`src/rtl/in5_qualifier.sv`:
```
// rtl/in5_qualifier.sv - synchronise, debounce and all-high detect five async inputs
module in5_qualifier #(
    parameter int         FILT_CYCLES = 4,
    parameter int         CNT_W       = 4,
    parameter logic [4:0] INIT        = 5'b00000
) (
    input  logic       C,
    input  logic       RN,
    input  logic       CE,
    input  logic [4:0] D,
    output logic [4:0] Q,
    output logic       ALL,
    output logic       ALL_RISE,
    output logic       ALL_FALL
);

    localparam logic [CNT_W-1:0] CNT_LAST = CNT_W'(FILT_CYCLES - 1);

    logic [4:0]       s1;
    logic [4:0]       s2;
    logic [CNT_W-1:0] cnt [5];

    // Two-flop synchroniser runs every cycle so CE never stretches metastability windows.
    always_ff @(posedge C) begin
        if (!RN) begin
            s1 <= INIT;
            s2 <= INIT;
        end else begin
            s1 <= D;
            s2 <= s1;
        end
    end

    always_ff @(posedge C) begin
        if (!RN) begin
            Q <= INIT;
            for (int i = 0; i < 5; i++) begin
                cnt[i] <= '0;
            end
        end else if (CE) begin
            for (int i = 0; i < 5; i++) begin
                if (s2[i] == Q[i]) begin
                    cnt[i] <= '0;
                end else if (cnt[i] == CNT_LAST) begin
                    Q[i]   <= s2[i];
                    cnt[i] <= '0;
                end else begin
                    cnt[i] <= cnt[i] + 1'b1;
                end
            end
        end
    end

    // Detect stage looks at Q from before this edge, so ALL trails Q by one CE cycle.
    always_ff @(posedge C) begin
        if (!RN) begin
            ALL      <= &INIT;
            ALL_RISE <= 1'b0;
            ALL_FALL <= 1'b0;
        end else if (CE) begin
            ALL      <= &Q;
            ALL_RISE <= (&Q) & ~ALL;
            ALL_FALL <= ~(&Q) & ALL;
        end else begin
            ALL_RISE <= 1'b0;
            ALL_FALL <= 1'b0;
        end
    end

endmodule

```
`config.mk`:
```
export PLATFORM = sky130hd
export DESIGN_NAME = in5_qualifier
export DESIGN_NICKNAME = d
export VERILOG_FILES = /design/src/rtl/in5_qualifier.sv
export SDC_FILE = /design/constraint.sdc
export NUM_CORES = 1
export LEC_CHECK = 0
export CAP_MARGIN = 40
export CORE_UTILIZATION = 45
export CTS_CLUSTER_DIAMETER = 40
export DETAILED_ROUTE_END_ITERATION = 6
export HOLD_SLACK_MARGIN = 0.08
export PLACE_DENSITY = 0.73
export SETUP_SLACK_MARGIN = 0.4
export SYNTH_ARGS = -nofsm -noshare
export SYNTH_HDL_FRONTEND = slang
export SYNTH_SLANG_ARGS = --single-unit
```
`constraint.sdc`:
```
create_clock -name C -period 1.55 [get_ports C]
set_clock_uncertainty 0.1 [all_clocks]
set_input_delay 0.31 -clock C [delete_from_list [all_inputs] [get_ports C]]
set_output_delay 0.31 -clock C [all_outputs]
set_load 0.005 [all_outputs]
```
==> results of run 1 <==
==> worst max path at each step <==
| stage | startpoint | to | depth (start not counted) |
|---|---|---|---|
| after floorplan | cnt[1][0]$_SDFFCE_PN0P_ | cnt[1][1]$_SDFFCE_PN0P_ | 4 |
| after global placement | CE | Q[0]$_SDFFE_PN0P_ | 5 |
| after detailed placement | CE | Q[0]$_SDFFE_PN0P_ | 5 |
| after CTS | cnt[1][1]$_SDFFCE_PN0P_ | cnt[1][1]$_SDFFCE_PN0P_ | 4 |
| after global routing | cnt[1][0]$_SDFFCE_PN0P_ | cnt[1][0]$_SDFFCE_PN0P_ | 4 |
| final | cnt[1][1]$_SDFFCE_PN0P_ | cnt[1][1]$_SDFFCE_PN0P_ | 4 |
==> stage by stage <==
step	util	setup slack (ns)
final	0.651	0.180
after global routing	0.651	0.143
after CTS	0.632	0.188
after detailed placement	0.564	-0.172
after global placement	0.564	-0.147
after floorplan	-	0.283
==> timing repair <==
| action | in CTS | in global routing |
|---|---|---|
| hold buffers | 0 | 0 |
| endpoints found under the hold margin | 0 | 0 |
| resized for setup | 55 | 9 |
| setup endpoints to repair | 63 | 34 |
| setup buffers | 14 | 3 |
| pin swaps | 9 | 6 |
==> cells by family (layout without fill, tap and decap cells) <==
logic type | count (synthesis) | after routing
multiplexers | 1 | 1
adder cells (fa/ha/maj) | 5 | 5
buffers and inverters | 7 | 52
XOR/XNOR | 14 | 14
flip-flops | 38 | 38
AO/OA/AOI/OAI | 10 | 10
AND/OR/NAND/NOR | 65 | 65
==> routing by layer <==
metal	part of all wire	GRT usage
met5	0	0
met4	0.035	0.137
met3	0.047	0.0518
met2	0.49	0.289
met1	0.42	0.214
==> cell usage in the layout (no fill, tap or decap), types with 2 or more instances in the layout <==
master,instances
nand3_1,4
a31o_1,3
dfxtp_4,2
xnor2_1,5
and4bb_2,2
ha_2,2
xor2_1,6
nor2_1,24
buf_4,18
edfxtp_1,20
clkbuf_4,5
xnor2_2,2
dfxtp_2,4
clkdlybuf4s50_1,5
dfxtp_1,12
ha_4,3
nand2_2,2
and4bb_1,2
and2_1,11
nand3b_1,2
buf_6,8
buf_2,4
nand3_2,2
nand2_1,7
inv_1,4
a211o_1,3
dlygate4sd2_1,2
==> power breakdown <==
group / switching [W] / total [W] / internal [W]
Sequential: 0.0000342 / 0.00113 / 0.00109
Combinational: 0.0000646 / 0.000153 / 0.0000880
Clock: 0.000330 / 0.000550 / 0.000219
==> final cells by class <==
cell class / count / area (sq um) / share of cell area
Clock buffer: 6 / 51.3 / 0.0232
Clock inverter: 2 / 11.3 / 0.00510
Inverter: 5 / 18.8 / 0.00850
Multi-Input combinational cell: 95 / 757 / 0.343
Sequential cell: 38 / 973 / 0.441
Tap cell: 46 / 57.6 / 0.0261
Timing Repair Buffer: 39 / 338 / 0.153
==> registers in the layout (all words and copies together), names as in the netlist <==
register	count
ALL_FALL	1
s2	5
ALL	1
ALL_RISE	1
cnt	20
s1	5
Q	5
==> summary.md, run 1 <==
| Metric | Value |
|---|---|
| Worst Max-Slew Pin Slew | `0.293 ns` |
| WL/cell | `13.4 um` |
| Fin. Hold Viols | `0` |
| Total gr overflow | `0` |
| First-pass GRT wire length | `4.81 mm` |
| Post-synth EDFFs | `20` |
| Worst path cell trace | `ha_4 -> inv_2 -> o311ai_4 -> nor2_1` |
| H-tree depth | `2` |
| Slowest CP cell | `edfxtp_1` |
| Vias per Instance | `4.94` |
| Critical path type | `register to register` |
| IO buf count | `15` |
| DIE HEIGHT | `62.0 um` |
| Worst hold slack | `0.344 ns` |
| Setup Viol. Count Final | `0` |
| Reg2reg path depth | `4` |
| TNS Setup | `0 ns` |
| Post-synthesis xor/xnor area fraction | `0.0758` |
| P_leak | `0.878 nW` |
| Die area | `3840 sq um` |
| Fraction of registers with async set/reset | `0` |
| Clk sinks | `38` |
| Diode count | `0` |
| Worst setup EP type | `register` |
| Num ports | `16` |
| Peak supply drop | `0.000467 V` |
| Fin cells | `231` |
| Synth Register Bits | `38` |
| TritonRoute pass-1 iters | `4` |
| Critical path's top delay family | `flip-flops` |
| Iteration-0 DRC count of the detailed router | `32` |
| Minimum clock period | `1.37 ns` |
| Final Cell Area | `2210 sq um` |
| Hold Path Class | `register to register` |
| Crit-path max cell delay | `0.43 ns` |
| Outcome | `finished, final reports clean` |
| Post-synth top area cell | `edfxtp_1` |
| Placed Area | `1910 sq um` |
| Core area | `3390 sq um` |
| CP required | `1.57 ns` |
| Post-synth top cells | `24 x nor2_1, 20 x edfxtp_1, 18 x dfxtp_1` |
| DP Cell Count | `206` |
| Final Wtd Congestion | `0.763` |
| Top_reg_cell synth | `edfxtp_1` |
| Net Count, Synth | `153` |
| CTS tree | `yes` |
| R2r endpoint | `cnt[1][1]$_SDFFCE_PN0P_` |
| Worst-path clk slew | `0.12 ns` |
| Die width | `62.0 um` |
| Compound-Gate Fraction of Synth Area | `0.0541` |
| Worst hold stages | `1` |
| Fill cells | `263` |
| Worst path arrival time | `1.39 ns` |
| RSZ-0062 raised after global routing | `true` |
| Total Power | `0.00183 W` |
| Post-Syn Area | `1620 sq um` |
| Area growth, synth to finish | `36.4%` |
| Vias in the first global route | `1091` |
| Startpoint types | `register` |
| Most frequent cell after synthesis | `nor2_1` |
| Nets | `197` |
| Adder-Cell Fraction of Synth Area | `0.0387` |
| Multiplexer area fraction after synthesis | `0.00619` |
| Slew Limit Fails | `0` |
| Buffers and inverters on the worst path | `1` |
| Post-DP HPWL | `2.03 mm` |
| Hold endpoint | `s2[4]$_SDFF_PN0_` |
| Max_slew headroom | `0.804` |
| Clk root buf | `clkbuf_4` |
| Row cnt | `21` |
| Longest Clk Path Bufs | `2` |
| Layout cells sized above 1 | `0.378` |
| R2r setup slk | `0.18 ns` |
| Power Density | `828 nW/um^2` |
| Largest family of logic cells by synthesized area | `simple AND/OR/NAND/NOR gates` |
| Initial antenna violation count | `0` |
| DRC | `0` |
| Max Cap Viol | `0` |
| Largest net degree at the start of global routing | `17` |
| Post-Syn Area per Cell | `11.6 sq um` |
| YS warnings | `0` |
| Synth area leaders | `edfxtp_1 37%, dfxtp_1 22%, nor2_1 5.6%` |
| Part of the Yosys area used for sequential elements | `0.594` |
| Initial core utilization | `0.477` |
| TritonCTS Buffers | `5` |
| Share of the synthesized area in the top cell type | `0.371` |
| Max Fanout on Critical Path | `4` |
| Antenna-violating nets left | `0` |
| Synth cell types | `27` |
| Min-delay src | `s1[4]$_SDFF_PN0_` |
| R2r startpoint | `cnt[1][1]$_SDFFCE_PN0P_` |
| Detailed Route WL | `3.10 mm` |
| Maximum clock frequency | `730 MHz` |
| Total track usage | `0.184` |
| DR vias | `1142` |
| Period utilization | `0.884` |
| Synth Area in Simple Gates | `0.214` |
| Number of cells produced by synthesis | `140` |
| Worst skew pair latency | `0.36 ns` |
Power figures use the tool's default switching activity.
==> run 2, diff against run 1 <==
--- a/config.mk
+++ b/config.mk
@@ -6,11 +6,13 @@
 export NUM_CORES = 1
 export LEC_CHECK = 0
 export CAP_MARGIN = 40
-export CORE_UTILIZATION = 45
+export CELL_PAD_IN_SITES_DETAIL_PLACEMENT = 1
+export CELL_PAD_IN_SITES_GLOBAL_PLACEMENT = 2
+export CORE_UTILIZATION = 37
 export CTS_CLUSTER_DIAMETER = 40
 export DETAILED_ROUTE_END_ITERATION = 6
 export HOLD_SLACK_MARGIN = 0.08
-export PLACE_DENSITY = 0.73
+export PLACE_DENSITY = 0.85
 export SETUP_SLACK_MARGIN = 0.4
 export SYNTH_ARGS = -nofsm -noshare
 export SYNTH_HDL_FRONTEND = slang
==> summary.md, run 2 (synthesized netlist as in run 1, its figures left out) <==
| Metric | Value |
|---|---|
| Largest net degree at the start of global routing | `17 (unchanged)` |
| Final Cell Area | `2330 sq um (+5.5%)` |
| Iteration-0 DRC count of the detailed router | `77 (+140%)` |
| Period utilization | `0.926 (+0.0423)` |
| CTS tree | `yes` |
| Max_slew headroom | `0.789 (-0.0158)` |
| TritonRoute pass-1 iters | `4 (unchanged)` |
| DRC | `0 (unchanged)` |
| P_leak | `0.945 nW (+7.6%)` |
| Initial core utilization | `0.396 (-0.0814)` |
| Antenna-violating nets left | `0 (unchanged)` |
| Peak supply drop | `0.000483 V (+3.6%)` |
| Fill cells | `431 (+64%)` |
| Maximum clock frequency | `696 MHz (-4.6%)` |
| Num ports | `16 (unchanged)` |
| Outcome | `finished, final reports clean` |
| Placed Area | `1910 sq um (-0.13%)` |
| WL/cell | `15.8 um (+18%)` |
| Die width | `68.1 um (+9.9%)` |
| Slew Limit Fails | `0 (unchanged)` |
| Nets | `206 (+4.6%)` |
| Worst skew pair latency | `0.29 ns (-0.07 ns)` |
| Worst Max-Slew Pin Slew | `0.316 ns (+0.0237 ns)` |
| Clk root buf | `clkbuf_8` |
| Slowest CP cell | `edfxtp_1` |
| Total track usage | `0.173 (-0.0109)` |
| Critical path's top delay family | `flip-flops` |
| DIE HEIGHT | `68.1 um (+9.9%)` |
| Most common cell after layout, fill and taps aside | `buf_4` |
| Post-Place Worst Slack | `-0.261 ns (-0.0893 ns)` |
| Initial antenna violation count | `0 (unchanged)` |
| Worst path cell trace | `buf_4 -> nand3_1 -> xor2_1 -> nor2_2` |
| Post-DP HPWL | `2.33 mm (+14%)` |
| Post-route setup slack | `0.114 ns (-0.0656 ns)` |
| First-pass GRT wire length | `5.68 mm (+18%)` |
| TritonCTS Buffers | `5 (unchanged)` |
| Max Cap Viol | `0 (unchanged)` |
| Largest register FFs | `20 (unchanged)` |
| Final Wtd Congestion | `0.721 (-5.5%)` |
| Total gr overflow | `0 (unchanged)` |
| Detailed Route WL | `3.86 mm (+24%)` |
| Buffers and inverters on the worst path | `1 (unchanged)` |
| Worst path arrival time | `1.37 ns (-0.02 ns)` |
| Minimum clock period | `1.44 ns (+0.0656 ns)` |
| Clk sinks | `38 (unchanged)` |
| Sequential Area | `976 sq um (+0.26%)` |
| Largest Register | `cnt` |
| RSZ-0062 raised after global routing | `true` |
| Vias in the first global route | `1195 (+9.5%)` |
| Worst hold slack | `0.344 ns (+0.0000580 ns)` |
| Area growth, synth to finish | `43.9%` |
| Crit-path max cell delay | `0.44 ns (about the same)` |
| Critical path type | `register to register` |
| Die area | `4640 sq um (+21%)` |
| Area of the multi-input gates | `771 sq um (+1.8%)` |
| Vias per Instance | `4.98 (+0.64%)` |
| Startpoint types | `register` |
| Longest Clk Path Bufs | `2 (unchanged)` |
| DR vias | `1214 (+6.3%)` |
| Diode count | `0 (unchanged)` |
| Worst setup EP type | `register` |
| Fin. Hold Viols | `0 (unchanged)` |
| Max Fanout on Critical Path | `2 (-2)` |
| Layout cells sized above 1 | `0.423 (+0.0443)` |
| Worst-path clk slew | `0.07 ns (-0.05 ns)` |
| Core area | `4090 sq um (+21%)` |
| Hold Path Class | `register to register` |
| Most frequent cells in the layout | `27 x buf_4, 21 x nor2_1, 20 x edfxtp_1, 12 x dfxtp_1, 10 x and2_1` |
| Layout Utilization | `0.570 (-0.0814)` |
| Power Density | `838 nW/um^2 (+1.2%)` |
| Row cnt | `23 (+9.5%)` |
| Setup Viol. Count Final | `0 (unchanged)` |
| IO buf count | `15 (unchanged)` |
| TNS Setup | `0 ns (unchanged)` |
| CP required | `1.48 ns (-0.09 ns)` |
| H-tree depth | `2 (unchanged)` |
run 2: repair_timing:
action | 4_1_cts | 5_1_grt
cloned | 0 | 1
pin swaps | 17 | 6
resized for setup | 53 | 19
hold buffers | 0 | 0
buffers inserted | 19 | 7
endpoints found under the setup margin | 56 | 53
run 2: path summary, 6_finish.rpt:
path | from | to | slack (ns) | cells past startpoint
max | cnt[2][1]$_SDFFCE_PN0P_ | cnt[2][3]$_SDFFCE_PN0P_ | 0.11 | 4
min reg2reg | s1[2]$_SDFF_PN0_ | s2[2]$_SDFF_PN0_ | 0.34 | 1
max reg2reg | cnt[2][1]$_SDFFCE_PN0P_ | cnt[2][3]$_SDFFCE_PN0P_ | 0.11 | 4
min | s1[2]$_SDFF_PN0_ | s2[2]$_SDFF_PN0_ | 0.34 | 1
run 2: power breakdown:
| group | internal (W) | switching (W) |
|---|---|---|
| clock network | 0.000307 | 0.000341 |
| logic | 0.000102 | 0.0000777 |
| registers | 0.00109 | 0.0000336 |
run 2: routing by layer:
| layer | track usage | vias to the layer above | wire, um | part of all wire |
|---|---|---|---|---|
| li1 | - | 590 | - | - |
| met1 | 0.188 | 593 | 1480 | 0.38 |
| met2 | 0.314 | 20 | 2170 | 0.56 |
| met3 | 0.0533 | 11 | 103 | 0.027 |
| met4 | 0.0599 | 0 | 99 | 0.026 |
| met5 | 0 | - | 0 | 0 |
run 2: metrics by stage:
stage                     cells  power, W
after floorplan             140   0.00121
after global placement      209   0.00126
after detailed placement    209   0.00127
after CTS                   236   0.00193
after global routing        244   0.00202
final                       244   0.00195
run 2: final cells by class:
class | instances | area share
inverters | 5 | 0.00806
clock inverters | 3 | 0.00699
repair buffers | 48 | 0.178
well taps | 50 | 0.0269
clock buffers | 5 | 0.0296
multi-input cells | 95 | 0.331
flip-flops and latches | 38 | 0.419
